===== config.mk =====
export PLATFORM = sky130hd
export DESIGN_NAME = pipeline_sequencer_flat
export DESIGN_NICKNAME = d
export VERILOG_FILES = /design/src/rtl/pipeline_sequencer_if.sv /design/src/rtl/pipeline_sequencer.sv /design/src/flat_wrapper.sv
export SDC_FILE = /design/constraint.sdc
export NUM_CORES = 1
export LEC_CHECK = 0
export BUFFER_PORTS_ARGS = -buffer_cell sky130_fd_sc_hd__buf_2
export CAP_MARGIN = 20
export CORE_AREA = 2 2 50 52
export DETAILED_ROUTE_END_ITERATION = 8
export DIE_AREA = 0 0 52 54
export PLACE_DENSITY_LB_ADDON = 0.08
export SLEW_MARGIN = 10
export SYNTH_ARGS = -nofsm -noshare
export SYNTH_HDL_FRONTEND = slang
export SYNTH_SLANG_ARGS = --single-unit

===== constraint.sdc =====
create_clock -name clock -period 1.55 [get_ports clock]
set_input_delay 0.31 -clock clock [delete_from_list [all_inputs] [get_ports clock]]
set_output_delay 0.31 -clock clock [all_outputs]
set_load 0.01 [all_outputs]

===== src/rtl/pipeline_sequencer_if.sv =====
// Control/status bundle between the sequencer (slave) and whatever drives its requests (master).
interface pipeline_sequencer_if;
    logic       start_i;
    logic       stop_i;
    logic       locked_i;
    logic       cap_en_o;
    logic       acq_en_o;
    logic       cor_en_o;
    logic       ready_o;
    logic       fault_o;
    logic [2:0] state_o;

    modport master (
        output start_i, stop_i, locked_i,
        input  cap_en_o, acq_en_o, cor_en_o, ready_o, fault_o, state_o
    );

    modport slave (
        input  start_i, stop_i, locked_i,
        output cap_en_o, acq_en_o, cor_en_o, ready_o, fault_o, state_o
    );
endinterface


===== src/rtl/pipeline_sequencer.sv =====
// Brings capture, acquisition and correlator stages up in order and down in reverse.
// Optional PLL lock monitor: define TART_LOCK_MONITOR_EN.
module pipeline_sequencer #(
    parameter int unsigned SETTLE_CYCLES = 16,
    parameter int unsigned CAP_TO_ACQ    = 8,
    parameter int unsigned ACQ_TO_COR    = 8,
    parameter int unsigned DRAIN_CYCLES  = 4,
    parameter int unsigned CW            = 8
) (
    input logic                 clock,
    input logic                 reset,
    pipeline_sequencer_if.slave bus
);

    typedef enum logic [2:0] {
        IDLE    = 3'd0,
        SETTLE  = 3'd1,
        CAPTURE = 3'd2,
        ACQUIRE = 3'd3,
        RUN     = 3'd4,
        DRAIN   = 3'd5
    } state_e;

    // Counters hold gap-1 so a state lasts exactly its parameter in cycles.
    localparam logic [CW-1:0] SETTLE_LD = CW'(SETTLE_CYCLES - 1);
    localparam logic [CW-1:0] CAP_LD    = CW'(CAP_TO_ACQ - 1);
    localparam logic [CW-1:0] ACQ_LD    = CW'(ACQ_TO_COR - 1);
    localparam logic [CW-1:0] DRAIN_LD  = CW'(DRAIN_CYCLES - 1);

    state_e        state_q, state_d;
    logic [CW-1:0] cnt_q, cnt_d;
    logic          cap_q, acq_q, cor_q, rdy_q;
    logic          lock_ok, lock_lost;
    logic          fault_q, fault_d;

`ifdef TART_LOCK_MONITOR_EN
    assign lock_ok   = bus.locked_i;
    assign lock_lost = (state_q != IDLE) && !bus.locked_i;
`else
    logic unused_locked;
    assign unused_locked = bus.locked_i;
    assign lock_ok       = 1'b1;
    assign lock_lost     = 1'b0;
`endif

    // NOTE: every variable gets a default before the case so no latch is inferred.
    always_comb begin
        state_d = state_q;
        cnt_d   = cnt_q;
        fault_d = fault_q;
        unique case (state_q)
            IDLE: begin
                if (bus.start_i && !bus.stop_i && lock_ok) begin
                    state_d = SETTLE;
                    cnt_d   = SETTLE_LD;
                    fault_d = 1'b0;
                end
            end
            SETTLE, CAPTURE, ACQUIRE: begin
                if (bus.stop_i) begin
                    state_d = cap_q ? DRAIN : IDLE;
                    cnt_d   = cap_q ? DRAIN_LD : '0;
                end else if (cnt_q == '0) begin
                    state_d = (state_q == SETTLE)  ? CAPTURE :
                              (state_q == CAPTURE) ? ACQUIRE : RUN;
                    cnt_d   = (state_q == SETTLE)  ? CAP_LD :
                              (state_q == CAPTURE) ? ACQ_LD : '0;
                end else begin
                    cnt_d = cnt_q - 1'b1;
                end
            end
            RUN: begin
                if (bus.stop_i) begin
                    state_d = DRAIN;
                    cnt_d   = DRAIN_LD;
                end
            end
            DRAIN: begin
                if (cnt_q == '0) state_d = IDLE;
                else             cnt_d   = cnt_q - 1'b1;
            end
            default: begin
                state_d = IDLE;
                cnt_d   = '0;
            end
        endcase
        if (lock_lost) begin
            state_d = IDLE;
            cnt_d   = '0;
            fault_d = 1'b1;
        end
    end

    // NOTE: sequential state uses non-blocking assignments only.
    always_ff @(posedge clock or posedge reset) begin
        if (reset) begin
            state_q <= IDLE;
            cnt_q   <= '0;
            cap_q   <= 1'b0;
            acq_q   <= 1'b0;
            cor_q   <= 1'b0;
            rdy_q   <= 1'b0;
        end else begin
            state_q <= state_d;
            cnt_q   <= cnt_d;
            cap_q   <= state_d inside {CAPTURE, ACQUIRE, RUN, DRAIN};
            acq_q   <= state_d inside {ACQUIRE, RUN};
            cor_q   <= (state_d == RUN);
            rdy_q   <= (state_d == RUN);
        end
    end

`ifdef TART_LOCK_MONITOR_EN
    always_ff @(posedge clock or posedge reset) begin
        if (reset) fault_q <= 1'b0;
        else       fault_q <= fault_d;
    end
`else
    assign fault_q = 1'b0;
    logic unused_fault_d;
    assign unused_fault_d = fault_d;
`endif

    assign bus.cap_en_o = cap_q;
    assign bus.acq_en_o = acq_q;
    assign bus.cor_en_o = cor_q;
    assign bus.ready_o  = rdy_q;
    assign bus.fault_o  = fault_q;
    assign bus.state_o  = state_q;

endmodule


===== src/flat_wrapper.sv =====
// flat-port wrapper written by rule: the top's interface ports become plain ports
module pipeline_sequencer_flat 
#(
    parameter int unsigned SETTLE_CYCLES = 16,
    parameter int unsigned CAP_TO_ACQ    = 8,
    parameter int unsigned ACQ_TO_COR    = 8,
    parameter int unsigned DRAIN_CYCLES  = 4,
    parameter int unsigned CW            = 8
)
  (clock, reset, bus_start_i, bus_stop_i, bus_locked_i, bus_cap_en_o, bus_acq_en_o, bus_cor_en_o, bus_ready_o, bus_fault_o, bus_state_o);
  pipeline_sequencer_if bus_i ();
  input logic clock;
  input logic reset;
  input wire logic [$bits(bus_i.start_i)-1:0] bus_start_i;
  input wire logic [$bits(bus_i.stop_i)-1:0] bus_stop_i;
  input wire logic [$bits(bus_i.locked_i)-1:0] bus_locked_i;
  output wire logic [$bits(bus_i.cap_en_o)-1:0] bus_cap_en_o;
  output wire logic [$bits(bus_i.acq_en_o)-1:0] bus_acq_en_o;
  output wire logic [$bits(bus_i.cor_en_o)-1:0] bus_cor_en_o;
  output wire logic [$bits(bus_i.ready_o)-1:0] bus_ready_o;
  output wire logic [$bits(bus_i.fault_o)-1:0] bus_fault_o;
  output wire logic [$bits(bus_i.state_o)-1:0] bus_state_o;
  assign bus_i.start_i = bus_start_i;
  assign bus_i.stop_i = bus_stop_i;
  assign bus_i.locked_i = bus_locked_i;
  assign bus_cap_en_o = bus_i.cap_en_o;
  assign bus_acq_en_o = bus_i.acq_en_o;
  assign bus_cor_en_o = bus_i.cor_en_o;
  assign bus_ready_o = bus_i.ready_o;
  assign bus_fault_o = bus_i.fault_o;
  assign bus_state_o = bus_i.state_o;
  pipeline_sequencer #(.SETTLE_CYCLES(SETTLE_CYCLES), .CAP_TO_ACQ(CAP_TO_ACQ), .ACQ_TO_COR(ACQ_TO_COR), .DRAIN_CYCLES(DRAIN_CYCLES), .CW(CW)) u_core (.clock(clock), .reset(reset), .bus(bus_i));
endmodule

After elaboration in Yosys (flattened, before gate mapping)
Cells that the tools add are included.
{"block": "totals", "in_bits": 5, "output_inout_bits": 8, "wordCells": 44, "reg_bits": 14}
{"block": "classes", "n_addsub": 1, "mux": 18, "n_reduce_logical": 8, "n_eq_ne": 12}
{"op": "two-way mux 8 bit", "n": 6}
{"op": "one-hot mux 8 bit (4 select lines)", "n": 1}
{"op": "two-way mux 3 bit", "n": 9}
{"op": "equality test 3 x 2 -> 1 bit, second input constant", "n": 4}
{"op": "equality test 3 bit, second input constant", "n": 4}
{"op": "one-hot mux 3 bit (4 select lines)", "n": 1}
{"op": "logical NOT 8 bit", "n": 1}
{"op": "subtractor 8 x 1 -> 8 bit, second input constant", "n": 1}
{"op": "inequality test 2 bit, second input constant", "n": 2}
{"op": "nonzero test 4 bit", "n": 1}
{"op": "equality test 3 x 1 -> 1 bit, second input constant", "n": 1}
{"op": "logical NOT 3 bit", "n": 1}
{"op": "AND reduction 3 bit", "n": 1}
{"op": "OR reduction 3 bit", "n": 1}
{"op": "two-way mux 2 bit", "n": 1}
{"op": "inequality test 2 x 1 -> 1 bit, second input constant", "n": 1}
{"op": "nonzero test 2 bit", "n": 1}
{"op": "logical AND 1 bit", "n": 1}
{"op": "logical NOT 1 bit", "n": 1}

Depth between registers and ports, before layout
Gate-level depths: netlist of run 1.
{"block": "logic_depth", "depth_word": 8, "mapped_depth": 7}

Worst setup path before layout of run 1
OpenSTA, ideal clock, no wires.
{"block": "synth_path", "kind": "register -> register", "startpoint": "reg u_core.cnt_q[0]", "endpoint": "reg u_core.acq_q (netlist: u_core.bus.acq_en_o)", "path_stages_with_launch": 8, "n_path_buf": 0, "required_time_ns": 1.413, "setup_ns": 0.137, "setup_slack_ns": -0.104, "t_arrival_ns": 1.517, "period_less_slack_ns": 1.654, "cell_sequence": "dfrtp_1 > inv_1 > ha_1 > nor3b_2 > nand2_4 > a31oi_1 > o211ai_2 > mux2i_1"}
{"block": "synth_between", "elab_chain_cells": 6, "elab_cells_between_ends": 8, "cone_classes": "eq/ne (2); mux (4); reduce/logical (2)"}
{"element": "start, declared", "line": "pipeline_sequencer.sv:31", "source": "logic [CW-1:0] cnt_q, cnt_d;"}
{"element": "start signal, assigned", "line": "pipeline_sequencer.sv:105", "source": "cnt_q <= cnt_d;"}
{"element": "logical NOT 8 bit (*)", "line": "pipeline_sequencer.sv:63, pipeline_sequencer.sv:79"}
{"element": "two-way mux 3 bit", "line": "pipeline_sequencer.sv:63", "source": "end else if (cnt_q == '0) begin"}
{"element": "two-way mux 3 bit", "line": "pipeline_sequencer.sv:60", "source": "if (bus.stop_i) begin"}
{"element": "one-hot mux 3 bit (4 select lines) (*)", "line": "pipeline_sequencer.sv:51", "source": "unique case (state_q)"}
{"element": "via u_core.state_d[0]", "line": "pipeline_sequencer.sv:30", "source": "state_e state_q, state_d;"}
{"element": "equality test 3 x 2 -> 1 bit or equality test 3 bit (tied branches)", "line": "pipeline_sequencer.sv:107", "source": "acq_q <= state_d inside {ACQUIRE, RUN};"}
{"element": "nonzero test 2 bit (*)", "line": "pipeline_sequencer.sv:107"}
{"element": "end signal, assigned", "line": "pipeline_sequencer.sv:107"}
{"element": "end, declared", "line": "pipeline_sequencer.sv:32", "source": "logic cap_q, acq_q, cor_q, rdy_q;"}
Mark *: on every way through the listed nets, which the timed path passes. The rest lies on a longest branch.
A chain may end at the register's enable or synchronous reset.

Worst setup path in the final report of run 1
{"block": "layout_path", "startpoint": "reg u_core.cnt_q[1]", "endpoint": "reg u_core.acq_q (netlist: u_core.bus.acq_en_o)"}
The elaborated chain is that of the path after synthesis.

==> results of run 1 <==
## logic make-up (layout without fill, tap and decap cells)
family,after synthesis,after routing,share of synthesized area [%]
xor gates and xnor gates,8,8,7.21
muxes,3,3,3.22
buffers and inverters,12,45,5.53
AOI/OAI and AO/OA,24,24,19.8
adders and majority gates,2,2,2.57
DFF,14,14,36.0
other,1,1,0.386
and+or+nand+nor,44,45,25.2
## power groups by stage
stage | Combinational (uW) | Sequential, uW | Clock, uW
2_1_floorplan | 828 | 668 | 0
3_3_place_gp | 1390 | 616 | 0
3_5_place_dp | 1400 | 624 | 0
4_1_cts | 1610 | 619 | 278
5_1_grt | 1880 | 635 | 296
6_report | 1730 | 617 | 270
## cells in the final DEF (no fill, tap or decap), drive strengths merged, types with 3 or more instances in the layout
cell	count
a21oi	5
a22o	4
buf	35
clkbuf	4
dfrtp	14
inv	6
nand2	9
nand3	5
nand4	5
nor2	14
nor2b	3
nor3	4
o21ai	4
xor2	6
## registers in the layout, summed over array words and instances (netlist names)
signal,count
u_core.cnt_q,8
u_core.bus.state_o,3
u_core.bus.acq_en_o,1
u_core.bus.cap_en_o,1
u_core.bus.cor_en_o,1
## synthesized netlist by cell type, types with 2 or more instances
cell       n  area share [%]
dfrtp_1   14              36
nor2_1    14             5.4
nand2_1    7             2.7
inv_1      6             2.3
xor2_1     6             5.4
a21oi_1    5             2.6
nand3_1    5             2.6
nand4_1    5             3.2
nor3_1     4             2.1
o21ai_0    4             2.1
a22o_1     3             2.7
clkbuf_1   3             1.2
nor2b_1    3             1.9
a221oi_2   2             3.1
and3b_1    2             1.8
buf_4      2             1.5
ha_1       2             2.6
mux2i_1    2             2.1
xnor2_1    2             1.8
## repair_timing
action / in CTS / in global routing
resized for setup: 13 / 9
gates cloned: 1 / 0
setup endpoints to repair: 13 / 13
buffers inserted: 4 / 0
pin swaps: 6 / 4
hold buffers: 0 / 0
## layout make-up
type | instances | area share (%)
Sequential cell | 14 | 25.5
Timing Repair Buffer | 35 | 17.6
Inverter | 6 | 1.64
Clock buffer | 4 | 2.64
Tap cell | 30 | 2.73
Multi-Input combinational cell | 83 | 50.0
## worst paths after layout
| check | end | cells past startpoint |
|---|---|---|
| max | u_core.bus.acq_en_o$_DFF_PP0_ | 8 |
| min | u_core.cnt_q[4]$_DFFE_PP0P_ | 2 |
| max reg2reg | u_core.bus.acq_en_o$_DFF_PP0_ | 8 |
| min reg2reg | u_core.cnt_q[7]$_DFFE_PP0P_ | 2 |
| max in group asynchronous | u_core.bus.state_o[2]$_DFF_PP0_ | 2 |
| min in group clock | u_core.bus.state_o[0]$_DFF_PP0_ | 4 |
## metrics by stage
step / area, sq um / hold WS (ps) / power, uW / TNS, ps / utilization [%]
floorplan: 985 / 199 / 1500 / -142 / -
global placement: 1200 / 367 / 2010 / -1550 / 51.6
detailed placement: 1200 / 384 / 2020 / -1530 / 51.6
CTS: 1330 / 67.8 / 2510 / -723 / 57.3
global route: 1380 / 104 / 2810 / -1780 / 59.3
finish: 1380 / 49.2 / 2620 / -691 / 59.3
## layer usage
layer | vias to the layer above | routed length (um)
met3 | 6 | 51
met5 | - | 0
met4 | 0 | 72
met1 | 438 | 1060
li1 | 453 | -
met2 | 14 | 1320
==> out/qor.txt, run 1 <==
startpoint types: flop
Cell variety after synth: 36
Die ar.: 2810 sq um
HP Class: in -> async
FF-to-FF setup slack: -130 ps
grt ovf: 0
Synthesis Warnings: 0
NumNets Final: 150
Clock Sinks: 14
fin crit period: 1680 ps
pin count of the biggest net entering global routing: 15
drt drc: 0
final antenna-violating net count: 0
Final period util: 108%
chip width: 52 um
Root Buffer Master: clkbuf_4
Max Cap Viol: 0
P_int: 1490 uW
Gate Count Post-Synth: 108
register area share after synthesis: 36.0%
Routed WL: 2.50 mm
clock power share: 10.3%
post-synthesis register bit count: 14
pwr/cell area: 1900 nW/um^2
failing checks: setup timing
status: finished, violations left
# IOs: 13
sequential share of power: 23.6%
Synth async-reset ratio: 100%
CP Cell Sequence: inv_2, ha_4, nor3b_4, buf_6, nand2_4, a31oi_4, o211ai_2, mux2i_1
worst relative slew slack: 63.5%
initial antenna violation count: 0
Setup WS pre-CTS: -191 ps
data required time of the worst path: 1700 ps
# diodes: 0
CTS tree: yes
Initial DRC Count: 9
Buffers & Inverters on Critical Path: 2
Die Span Y: 54 um
slowest cell delay on critical path: 400 ps
Cell Rows: 18
vias per cell: 5.30
R2R Path Start: u_core.cnt_q[1]$_DFFE_PP0P_
met3 Use GR: 4.44%
Reg area: 350 sq um
Post-Syn Nets: 115
drt wl/cell: 14.6 um
Cells after DPL: 163
combinational power share: 66.1%
Top FF cell, synth: dfrtp_1
final worst slack: -129 ps
htree depth: 1
clk buf depth: 2
Sw Pwr: 1120 uW
Layout area overhead: 41.4%
Fill cells: 221
endpoint class of the critical path: flop
final setup fails: 12
Core Region: 2320 sq um
Worst Tran Pin Value: 547 ps
clk_skew: 9.12 ps
Max Slew Vio Count: 0
kind of critical path: reg -> reg
crit path launch: u_core.cnt_q[1]$_DFFE_PP0P_
Worst path top cell family by delay: flip-flops
Most Crowded Layer GR: met2
peak supply drop: 0.954 mV
P_leak: 0.000683 uW
CP max-delay cell: dfrtp_1
multi-input logic area: 687 sq um
met2 usage: 36.7%
CTS Buf Count: 3
met1 GRT Util: 23.1%
number of buffers added on ports: 10
1st-pass router iterations: 4
placed wire-length estimate: 1.80 mm
Max Freq: 596 MHz
vias post-DR: 911
Sw Share: 43.0%
Clock Latency Late Sink: 290 ps
fin cells: 172
first-pass GRT wire length: 4.15 mm
share of cells above drive strength 1: 43.0%
Total GRT Usage: 20.9%
RSZ-0062 raised after global routing: true
Placer Congestion: 0.799
Fin. Hold Viols: 0
initial core utilization: 41.9%
CP max FO: 6
critical path arrival: 1830 ps
CTS clock-pin slew for the worst setup and hold paths: 100 ps
Avg Synthesized Cell Area: 9.00 sq um
Post-synth EDFFs: 0
vias in the first global route: 924
Syn Std Cell Area: 972 sq um
Power figures use the tool's default switching activity.
==> run 2: changes to the inputs <==
--- a/config.mk
+++ b/config.mk
@@ -5,12 +5,12 @@
 export SDC_FILE = /design/constraint.sdc
 export NUM_CORES = 1
 export LEC_CHECK = 0
-export BUFFER_PORTS_ARGS = -buffer_cell sky130_fd_sc_hd__buf_2
 export CAP_MARGIN = 20
 export CORE_AREA = 2 2 50 52
 export DETAILED_ROUTE_END_ITERATION = 8
 export DIE_AREA = 0 0 52 54
-export PLACE_DENSITY_LB_ADDON = 0.08
+export DONT_BUFFER_PORTS = 1
+export RECOVER_POWER = 100
 export SLEW_MARGIN = 10
 export SYNTH_ARGS = -nofsm -noshare
 export SYNTH_HDL_FRONTEND = slang
==> run 2 against run 1 <==
The run still ends with setup timing left. Critical path depth fell by 1. Sequential cell count did not move. Final cell count fell by 8.1%. Routed wire length fell by 14%. Non-clock buffer count fell by 12. Worst hold slack improved by 210 ps. First-iteration DRC count rose by 33%. Combinational power fell by 17%. Core utilization fell by 7.2 points. Sequential share of layout area rose by 3.5 points. Total power fell by 13%. Largest power group unchanged.
==> out/qor.txt, run 2 (synthesis gave the netlist of run 1 again) <==
Root Buffer Master: clkbuf_4
Reg area: 350 sq um
Total GRT Usage: 17.7%
initial antenna violation count: 0
Fill cells: 230
slowest cell delay on critical path: 390 ps
WHS Endpoint: u_core.bus.state_o[0]$_DFF_PP0_
CTS clock-pin slew for the worst setup and hold paths: 80 ps
Cell Rows: 18
failing checks: setup timing
startpoint types: flop
multi-input logic area: 607 sq um
FF-to-FF setup slack: -110 ps
Core Util, Final: 52.0%
Max Slew Vio Count: 0
Clock Latency Late Sink: 270 ps
vias per cell: 5.24
htree depth: 1
CTS tree: yes
vias in the first global route: 828
WHS Path Cells: 2
share of cells above drive strength 1: 31.3%
met1 WL: 962 um
pwr/cell area: 1890 nW/um^2
clk buf depth: 2
most frequent cells in the layout: buf_4 (20), nor2_1 (14), dfrtp_1 (14), nand2_1 (7), xor2_1 (6)
# IOs: 13
Max Cap Viol: 0
final setup fails: 12
worst r2r path cells: 7
Core Region: 2320 sq um
1st-pass router iterations: 4
initial core utilization: 41.9%
max reg flops: 8
P_leak: 0.000571 uW
chip width: 52 um
CP max FO: 4
Hold WS: 257 ps
pin count of the biggest net entering global routing: 15
Layout area overhead: 24.2%
Max Freq: 603 MHz
worst relative slew slack: 64.2%
metal3 WL: 72 um
kind of critical path: reg -> reg
# diodes: 0
number of buffers added on ports: 0
CTS Buf Count: 3
peak supply drop: 0.926 mV
R2R Path Start: u_core.cnt_q[1]$_DFFE_PP0P_
Placer Congestion: 0.859
critical path arrival: 1880 ps
first-pass GRT wire length: 3.59 mm
data required time of the worst path: 1770 ps
highest metal used: met4
CP max-delay cell: dfrtp_1
Final period util: 107%
Clock Sinks: 14
placed wire-length estimate: 1.66 mm
clk_skew: 3.51 ps
dpl cell area: 1150 sq um
Initial DRC Count: 12
final antenna-violating net count: 0
CP Cell Sequence: inv_2, ha_4, nor3b_4, nand4_1, a21boi_2, o32ai_2, a22o_2
DR WL met2: 1.10 mm
Die Span Y: 54 um
vias post-DR: 828
final worst slack: -109 ps
RSZ-0062 raised after global routing: true
Tot Pwr: 2280 uW
status: finished, violations left
Worst Tran Pin Value: 536 ps
drt wl/cell: 13.6 um
Die ar.: 2810 sq um
Top reg by flops: u_core.cnt_q
Routed WL: 2.14 mm
post-route design area: 1210 sq um
Fin. Hold Viols: 0
drt drc: 0
leading cell type in the layout, fill and taps excluded: buf_4
worst hold start: bus_start_i
fin crit period: 1660 ps
endpoint class of the critical path: flop
NumNets Final: 137
reg2reg end: u_core.cnt_q[2]$_DFFE_PP0P_
grt ovf: 0
HP Class: in -> reg
-- run 2: worst max-delay path: cells and delay by family (launching register included) --
kind | cells | cell delay [ps]
AOI/OAI and AO/OA | 3 | 560
and+or+nand+nor | 2 | 450
DFF | 1 | 390
adders and majority gates | 1 | 130
buffers and inverters | 1 | 80
-- run 2: layout make-up --
| type | count | share of cell area, % |
|---|---|---|
| clock buffer | 3 | 1.87 |
| inverter | 6 | 1.87 |
| multi-input combinational | 82 | 50.3 |
| sequential | 14 | 29.0 |
| tap | 30 | 3.11 |
| timing repair buffer | 23 | 13.9 |
-- run 2: worst max-delay path by stage --
| stage | endpoint | start | slack, ps | depth (start not counted) |
|---|---|---|---|---|
| 3_5_place_dp | u_core.bus.acq_en_o$_DFF_PP0_ | u_core.cnt_q[0]$_DFFE_PP0P_ | -170 | 7 |
| 3_3_place_gp | u_core.cnt_q[2]$_DFFE_PP0P_ | u_core.cnt_q[0]$_DFFE_PP0P_ | -170 | 7 |
| 2_1_floorplan | u_core.bus.acq_en_o$_DFF_PP0_ | u_core.cnt_q[0]$_DFFE_PP0P_ | -60 | 7 |
| 4_1_cts | u_core.bus.acq_en_o$_DFF_PP0_ | u_core.cnt_q[1]$_DFFE_PP0P_ | -130 | 7 |
| 6_report | u_core.cnt_q[2]$_DFFE_PP0P_ | u_core.cnt_q[1]$_DFFE_PP0P_ | -110 | 7 |
| 5_1_grt | u_core.bus.acq_en_o$_DFF_PP0_ | u_core.cnt_q[0]$_DFFE_PP0P_ | -200 | 7 |
-- run 2: report_power, final --
| part | switching, uW | internal (uW) |
|---|---|---|
| combinational | 726 | 713 |
| clock | 107 | 89.8 |
| sequential | 145 | 496 |
| total | 978 | 1300 |
-- run 2: metrics by stage --
step	instances	TNS, ps	worst slack [ps]
after global placement	153	-1210	-165
after CTS	158	-770	-126
after floorplan	108	-142	-56.3
after global routing	158	-2040	-201
after detailed placement	153	-1420	-168
final	158	-604	-109
-- run 2: what timing repair did --
action                                 4_1_cts  5_1_grt
pin swaps                                    7        4
resized for setup                            9        1
endpoints found under the hold margin       14        0
setup endpoints to repair                   13       14
hold buffers                                 1        0
setup buffers                                1        0
-- run 2: per-layer routing --
layer | vias up | global-route usage, %
met5 | - | 0
met4 | 0 | 3.95
met3 | 2 | 6.11
met2 | 11 | 32.9
met1 | 385 | 19.3
li1 | 430 | -
